<file path="src/rtl/fix_trailer_check.sv">
// Streaming FIX trailer checker: sums message bytes up to the SOH before "10=" and compares with the parsed value.
// Defining FIX_TRAILER_STATS_EN adds saturating good/bad message counters (good_cnt_o, bad_cnt_o).
module fix_trailer_check #(
    parameter logic [7:0]  SOH     = 8'h01,
    parameter int unsigned MAX_LEN = 4096
) (
    input  logic        clk,
    input  logic        rst,
    input  logic [7:0]  data_i,
    input  logic        valid_i,
    input  logic        sof_i,
    output logic        busy_o,
    output logic        done_o,
    output logic        ok_o,
    output logic [1:0]  err_code_o,
    output logic [7:0]  calc_sum_o,
    output logic [7:0]  rx_sum_o
`ifdef FIX_TRAILER_STATS_EN
    ,
    output logic [15:0] good_cnt_o,
    output logic [15:0] bad_cnt_o
`endif
);

    localparam int unsigned LEN_W = $clog2(MAX_LEN + 2);
    localparam int unsigned VAL_W = 10;
    localparam logic [LEN_W-1:0] LEN_LIMIT = LEN_W'(MAX_LEN);

    localparam logic [1:0] ERR_NONE     = 2'd0;
    localparam logic [1:0] ERR_MISMATCH = 2'd1;
    localparam logic [1:0] ERR_FORMAT   = 2'd2;
    localparam logic [1:0] ERR_LEN      = 2'd3;

    localparam logic [7:0] CH_0  = 8'h30;
    localparam logic [7:0] CH_1  = 8'h31;
    localparam logic [7:0] CH_9  = 8'h39;
    localparam logic [7:0] CH_EQ = 8'h3D;

    typedef enum logic [3:0] {
        S_IDLE, S_BODY, S_T1, S_T0, S_EQ, S_D1, S_D2, S_D3, S_DONE
    } state_e;

    state_e             state_q, state_d;
    logic [7:0]         sum_q, sum_d;
    logic [7:0]         snap_q, snap_d;
    logic [VAL_W-1:0]   val_q, val_d;
    logic [LEN_W-1:0]   len_q, len_d;
    logic               after_soh_q, after_soh_d;

    logic               busy_q, busy_d;
    logic               done_q, done_d;
    logic               ok_q, ok_d;
    logic [1:0]         err_q, err_d;
    logic [7:0]         calc_q, calc_d;
    logic [7:0]         rx_q, rx_d;

    logic               fin_c;
    logic [1:0]         code_c;
    logic               is_digit_c;
    logic [3:0]         digit_c;
    logic [LEN_W-1:0]   len_inc_c;

    assign is_digit_c = (data_i >= CH_0) && (data_i <= CH_9);
    assign digit_c    = 4'(data_i - CH_0);
    assign len_inc_c  = len_q + LEN_W'(1);

    // State register
    always_ff @(posedge clk or negedge rst) begin
        if (!rst) begin
            state_q <= S_IDLE;
        end else begin
            state_q <= state_d;
        end
    end

    // Next-state and datapath update; fin_c/code_c flag a result on this byte
    always_comb begin
        state_d     = state_q;
        sum_d       = sum_q;
        snap_d      = snap_q;
        val_d       = val_q;
        len_d       = len_q;
        after_soh_d = after_soh_q;
        fin_c       = 1'b0;
        code_c      = ERR_NONE;

        if (state_q == S_DONE) begin
            state_d = S_IDLE;
        end

        if (valid_i && sof_i) begin
            // A sof byte always starts a fresh message, abandoning any in flight
            state_d     = S_BODY;
            sum_d       = data_i;
            snap_d      = '0;
            val_d       = '0;
            len_d       = LEN_W'(1);
            after_soh_d = 1'b0;
        end else if (valid_i && (state_q != S_IDLE) && (state_q != S_DONE)) begin
            sum_d = sum_q + data_i;
            len_d = len_inc_c;
            case (state_q)
                S_BODY, S_T1, S_T0: begin
                    state_d     = S_BODY;
                    after_soh_d = 1'b0;
                    if (data_i == SOH) begin
                        snap_d      = sum_q + data_i;
                        after_soh_d = 1'b1;
                    end else if ((state_q == S_BODY) && after_soh_q && (data_i == CH_1)) begin
                        state_d = S_T1;
                    end else if ((state_q == S_T1) && (data_i == CH_0)) begin
                        state_d = S_T0;
                    end else if ((state_q == S_T0) && (data_i == CH_EQ)) begin
                        state_d = S_EQ;
                        val_d   = '0;
                    end
                end
                S_EQ, S_D1, S_D2: begin
                    val_d = val_q * VAL_W'(10) + VAL_W'(digit_c);
                    if (!is_digit_c || (val_d > VAL_W'(255))) begin
                        state_d = S_DONE;
                        fin_c   = 1'b1;
                        code_c  = ERR_FORMAT;
                    end else if (state_q == S_EQ) begin
                        state_d = S_D1;
                    end else if (state_q == S_D1) begin
                        state_d = S_D2;
                    end else begin
                        state_d = S_D3;
                    end
                end
                S_D3: begin
                    state_d = S_DONE;
                    fin_c   = 1'b1;
                    if (data_i != SOH) begin
                        code_c = ERR_FORMAT;
                    end else if (val_q[7:0] != snap_q) begin
                        code_c = ERR_MISMATCH;
                    end
                end
                default: begin
                end
            endcase
            // Overlength outranks any other outcome of the same byte
            if (len_inc_c > LEN_LIMIT) begin
                state_d = S_DONE;
                fin_c   = 1'b1;
                code_c  = ERR_LEN;
            end
        end
    end

    // Output decode, registered below
    always_comb begin
        busy_d = (state_d != S_IDLE);
        done_d = fin_c;
        ok_d   = fin_c && (code_c == ERR_NONE);
        err_d  = fin_c ? code_c : ERR_NONE;
        calc_d = fin_c ? snap_d : calc_q;
        rx_d   = fin_c ? val_d[7:0] : rx_q;
    end

    // Datapath and output registers
    always_ff @(posedge clk or negedge rst) begin
        if (!rst) begin
            sum_q       <= '0;
            snap_q      <= '0;
            val_q       <= '0;
            len_q       <= '0;
            after_soh_q <= 1'b0;
            busy_q      <= 1'b0;
            done_q      <= 1'b0;
            ok_q        <= 1'b0;
            err_q       <= ERR_NONE;
            calc_q      <= '0;
            rx_q        <= '0;
        end else begin
            sum_q       <= sum_d;
            snap_q      <= snap_d;
            val_q       <= val_d;
            len_q       <= len_d;
            after_soh_q <= after_soh_d;
            busy_q      <= busy_d;
            done_q      <= done_d;
            ok_q        <= ok_d;
            err_q       <= err_d;
            calc_q      <= calc_d;
            rx_q        <= rx_d;
        end
    end

    assign busy_o     = busy_q;
    assign done_o     = done_q;
    assign ok_o       = ok_q;
    assign err_code_o = err_q;
    assign calc_sum_o = calc_q;
    assign rx_sum_o   = rx_q;

`ifdef FIX_TRAILER_STATS_EN
    logic [15:0] good_q;
    logic [15:0] bad_q;

    // Saturating result counters; abandoned messages never raise fin_c
    always_ff @(posedge clk or negedge rst) begin
        if (!rst) begin
            good_q <= '0;
            bad_q  <= '0;
        end else if (fin_c) begin
            if (ok_d) begin
                if (good_q != 16'hFFFF) begin
                    good_q <= good_q + 16'd1;
                end
            end else begin
                if (bad_q != 16'hFFFF) begin
                    bad_q <= bad_q + 16'd1;
                end
            end
        end
    end

    assign good_cnt_o = good_q;
    assign bad_cnt_o  = bad_q;
`endif

endmodule

</file>
<file path="config.mk">
export PLATFORM = sky130hd
export DESIGN_NAME = fix_trailer_check
export DESIGN_NICKNAME = d
export VERILOG_FILES = /design/src/rtl/fix_trailer_check.sv
export SDC_FILE = /design/constraint.sdc
export NUM_CORES = 1
export LEC_CHECK = 0
export ABC_AREA = 1
export CORE_UTILIZATION = 32
export CTS_CLUSTER_DIAMETER = 150
export DETAILED_ROUTE_END_ITERATION = 6
export RECOVER_POWER = 50
export SETUP_SLACK_MARGIN = 0.5
export SYNTH_ARGS = -nofsm -noshare
export SYNTH_HDL_FRONTEND = slang
export SYNTH_SLANG_ARGS = --single-unit
</file>
<file path="constraint.sdc">
create_clock -name clk -period 8.55 [get_ports clk]
set_clock_uncertainty 0.1 [all_clocks]
set_input_delay 1.2825 -clock clk [delete_from_list [all_inputs] [get_ports clk]]
set_output_delay 1.2825 -clock clk [all_outputs]
set_load 0.02 [all_outputs]
</file>
==> impl_metrics.yaml <==
floorplanning:
  start_util_pct: 33.0
  io_pins: 33
  die_h_um: 114
  die_area_mm2: 0.0129
  die-width_um: 114
  rows: 40
  coreArea_mm2: 0.0121
place:
  place_inst: 706
  dpl_cell_area_mm2: 0.00446
  hpwl_mm: 7.43
  port_buffers: 32
  place_congestion: 0.887
final_layout:
  n_antenna_cell: 0
  regArea_mm2: 0.00160
  final_cell_area_mm2: 0.00478
  area_growth_pct: 20.0
  fill_cells: 1218
  multi_input_area_mm2: 0.00209
  final_nets: 586
  instances_no_fill: 722
  drive_above_1_share_pct: 7.58
logic_synthesis:
  synth_compound_area_share_pct: 11.2
  synth_top_family_by_area: "simple AND/OR/NAND/NOR gates"
  synthesis.area_mm2: 0.00398
  synth_fa_ha_area_share_pct: 8.42
  synth_seq_cells: 64
  yosysWarnings: 0
  synthXorXnorAreaFrac_pct: 4.18
  ys_types: 39
  synth_seq_area_share_pct: 40.2
  avgSynthCellArea_um2: 7.75
  yosys.area.top_type: "dfrtp_1"
  synthTopCellsByArea: "dfrtp_1 (40%), nand2_1 (15%), ha_1 (6.9%)"
  synth_top_area_share_pct: 40.2
  synthMuxAreaShare_pct: 0
  synth_nets: 551
  synth_cells: 514
  yosys.area_share.simple_pct: 28.8
cts:
  cts_root_buf: "clkbuf_16"
  cts_setup_buffers: 0
  htree_levels: 3
  clockBufferDepth: 2
  clk_latency_ns: 0.33
  ctsHoldBuffers: 0
  clkTransAtPathRegs_ns: 0.05
  cts.sinks: 64
  cts_resized: 0
  numCtsBuffers: 9
  tritoncts: "done"
worst_setup_path:
  path_delay_family: "buffers and inverters"
  crit_path_end_kind: "async pin"
  cpPeakStageDelay_ns: 2.44
  cp.required_ns: 8.09
  crit_start: "rst"
  worst_setup_path_start_kind: "input pin"
  critPathArrivalTime_ns: 3.85
  cp_max_fo: 64
  cp_slowest_cell: "clkbuf_1"
  reg2reg_from: "val_q[1]"
  criticalPathCategory: "input pin to async pin"
  path_buf_inv: 2
  crit_path_cell_trace: "buf_2 > clkbuf_1"
global_route:
  grt_max_degree: 65
  grt_pass1_vias: 3336
  grt_pass1_wl_mm: 16.6
  gr-total-overflow: 0
  antenna_found_initial: 0
  grtUsageTotal_pct: 16.7
routing:
  wl_per_cell_um: 13.9
  dr.pass1.iters: 7
  routed-via-count: 3486
  drt_iter0_markers: 261
  routed_via_density: 4.83
  drc: 0
  ant_nets: 0
  wirelength_mm: 10.0
sta:
  slew_violations: 65
  layout_min_cycle_time_ns: 4.31
  timing.setup.tns_ns: 0
  rsz0062_at_grt: "false"
  fin_crit_sh_pct: 50.4
  setup_violations: 0
  fmax_mhz: 232
  tightest_slew_ns: 3.49
  slew_headroom_pct: -133
  hold_violations: 0
outcome:
  status: "finished with violations"
  violations: "max-capacitance violations, max-slew violations"
flow_run:
  maxCapViolCount: 1
power_and_ir_drop:
  p_leak_nw: 2.45
  power_density_mw_per_mm2: 250
  vdd_drop_max_v: 0.000122
min_path:
  min_path_type: "flop to flop"
  min-delay-start: "rx_sum_o[5]"
## final timing paths
kind	end	slack [ns]	depth (start not counted)
worst max register to register	rx_sum_o[3]	5.34	18
min in group asynchronous	sum_q[2]	2.14	2
worst max-delay path	rx_sum_o[7]	4.24	2
max in group clk	rx_sum_o[3]	4.45	17
worst min register to register	rx_sum_o[5]	0.37	2
worst min-delay path	rx_sum_o[5]	0.37	2
## power breakdown
group          leakage (nW)  switching [mW]  internal (mW)
Combinational          1.42           0.270          0.139
Sequential            0.870          0.0421          0.348
Clock                 0.159           0.142          0.255
## registers in the layout, summed over array words and instances (netlist names)
| signal | cells |
|---|---|
| len_q | 13 |
| val_q | 9 |
| calc_sum_o | 8 |
| rx_sum_o | 8 |
| snap_q | 8 |
| sum_q | 8 |
| state_q | 4 |
| err_code_o | 2 |
| after_soh_q | 1 |
| busy_o | 1 |
| done_o | 1 |
| ok_o | 1 |
## metal layers
layer	global-route usage, %	routed length, um
met3	3.40	392
met2	24.8	4260
met4	5.88	137
met5	0	0
met1	23.9	5260
## cell type report
type | instances | share of cell area, %
clock buffers | 9 | 4.71
clock inverters | 7 | 2.02
inverters | 61 | 4.89
multi-input cells | 380 | 43.8
flip-flops and latches | 64 | 33.5
well taps | 168 | 4.40
repair buffers | 33 | 6.67
## layout by cell type, fill, tap and decap left out, types with 2 or more instances in the layout
cell and count:
a211oi_1 3, a21oi_1 22, bufinv_16 2, clkbuf_16 9, clkdlybuf4s50_1 21, clkinv_2 2, clkinv_4 3, dfrtp_1 64
dlygate4sd3_1 10, fa_1 3, ha_1 22, inv_1 55, inv_2 4, nand2_1 157, nand2_2 5, nand3_1 35
nand3_2 2, nand4_1 8, nor2_1 34, nor2_2 5, nor2_4 3, nor3_1 3, nor3_2 2, nor4_1 4
o211ai_1 4, o21ai_0 22, o21ai_1 5, o221ai_1 5, o22ai_1 10, xnor2_1 4, xor2_1 15
## stage by stage
step	worst slack [ns]	util (%)	hold slack, ns	total power [mW]
2_1_floorplan	5.27	-	0.363	0.673
3_3_place_gp	4.15	37.0	0.368	0.796
3_5_place_dp	4.15	37.0	0.364	0.795
4_1_cts	4.44	39.7	0.388	1.20
5_1_grt	3.40	39.6	0.395	1.27
6_report	4.24	39.6	0.375	1.20
## synth_stat cells, drive strengths merged
cell type / count
nand2: 163
dfrtp: 64
inv: 60
nor2: 42
nand3: 37
o21ai: 27
a21oi: 22
ha: 22
xor2: 15
o22ai: 10
nand4: 8
nor3: 6
buf: 5
o221ai: 5
clkbuf: 4
nor4: 4
o211ai: 4
xnor2: 4
a211oi: 3
fa: 3
a21o: 1
a22o: 1
clkinv: 1
o21bai: 1
o32ai: 1
o41ai: 1
## cell families (layout without fill, tap and decap cells)
logic type | count (synthesis) | count (layout)
simple gates | 260 | 260
compound gates | 76 | 76
buf+inv | 70 | 110
flops | 64 | 64
fa+ha+maj | 25 | 25
xor+xnor | 19 | 19
Note: power is estimated with default switching activity, not from simulation.
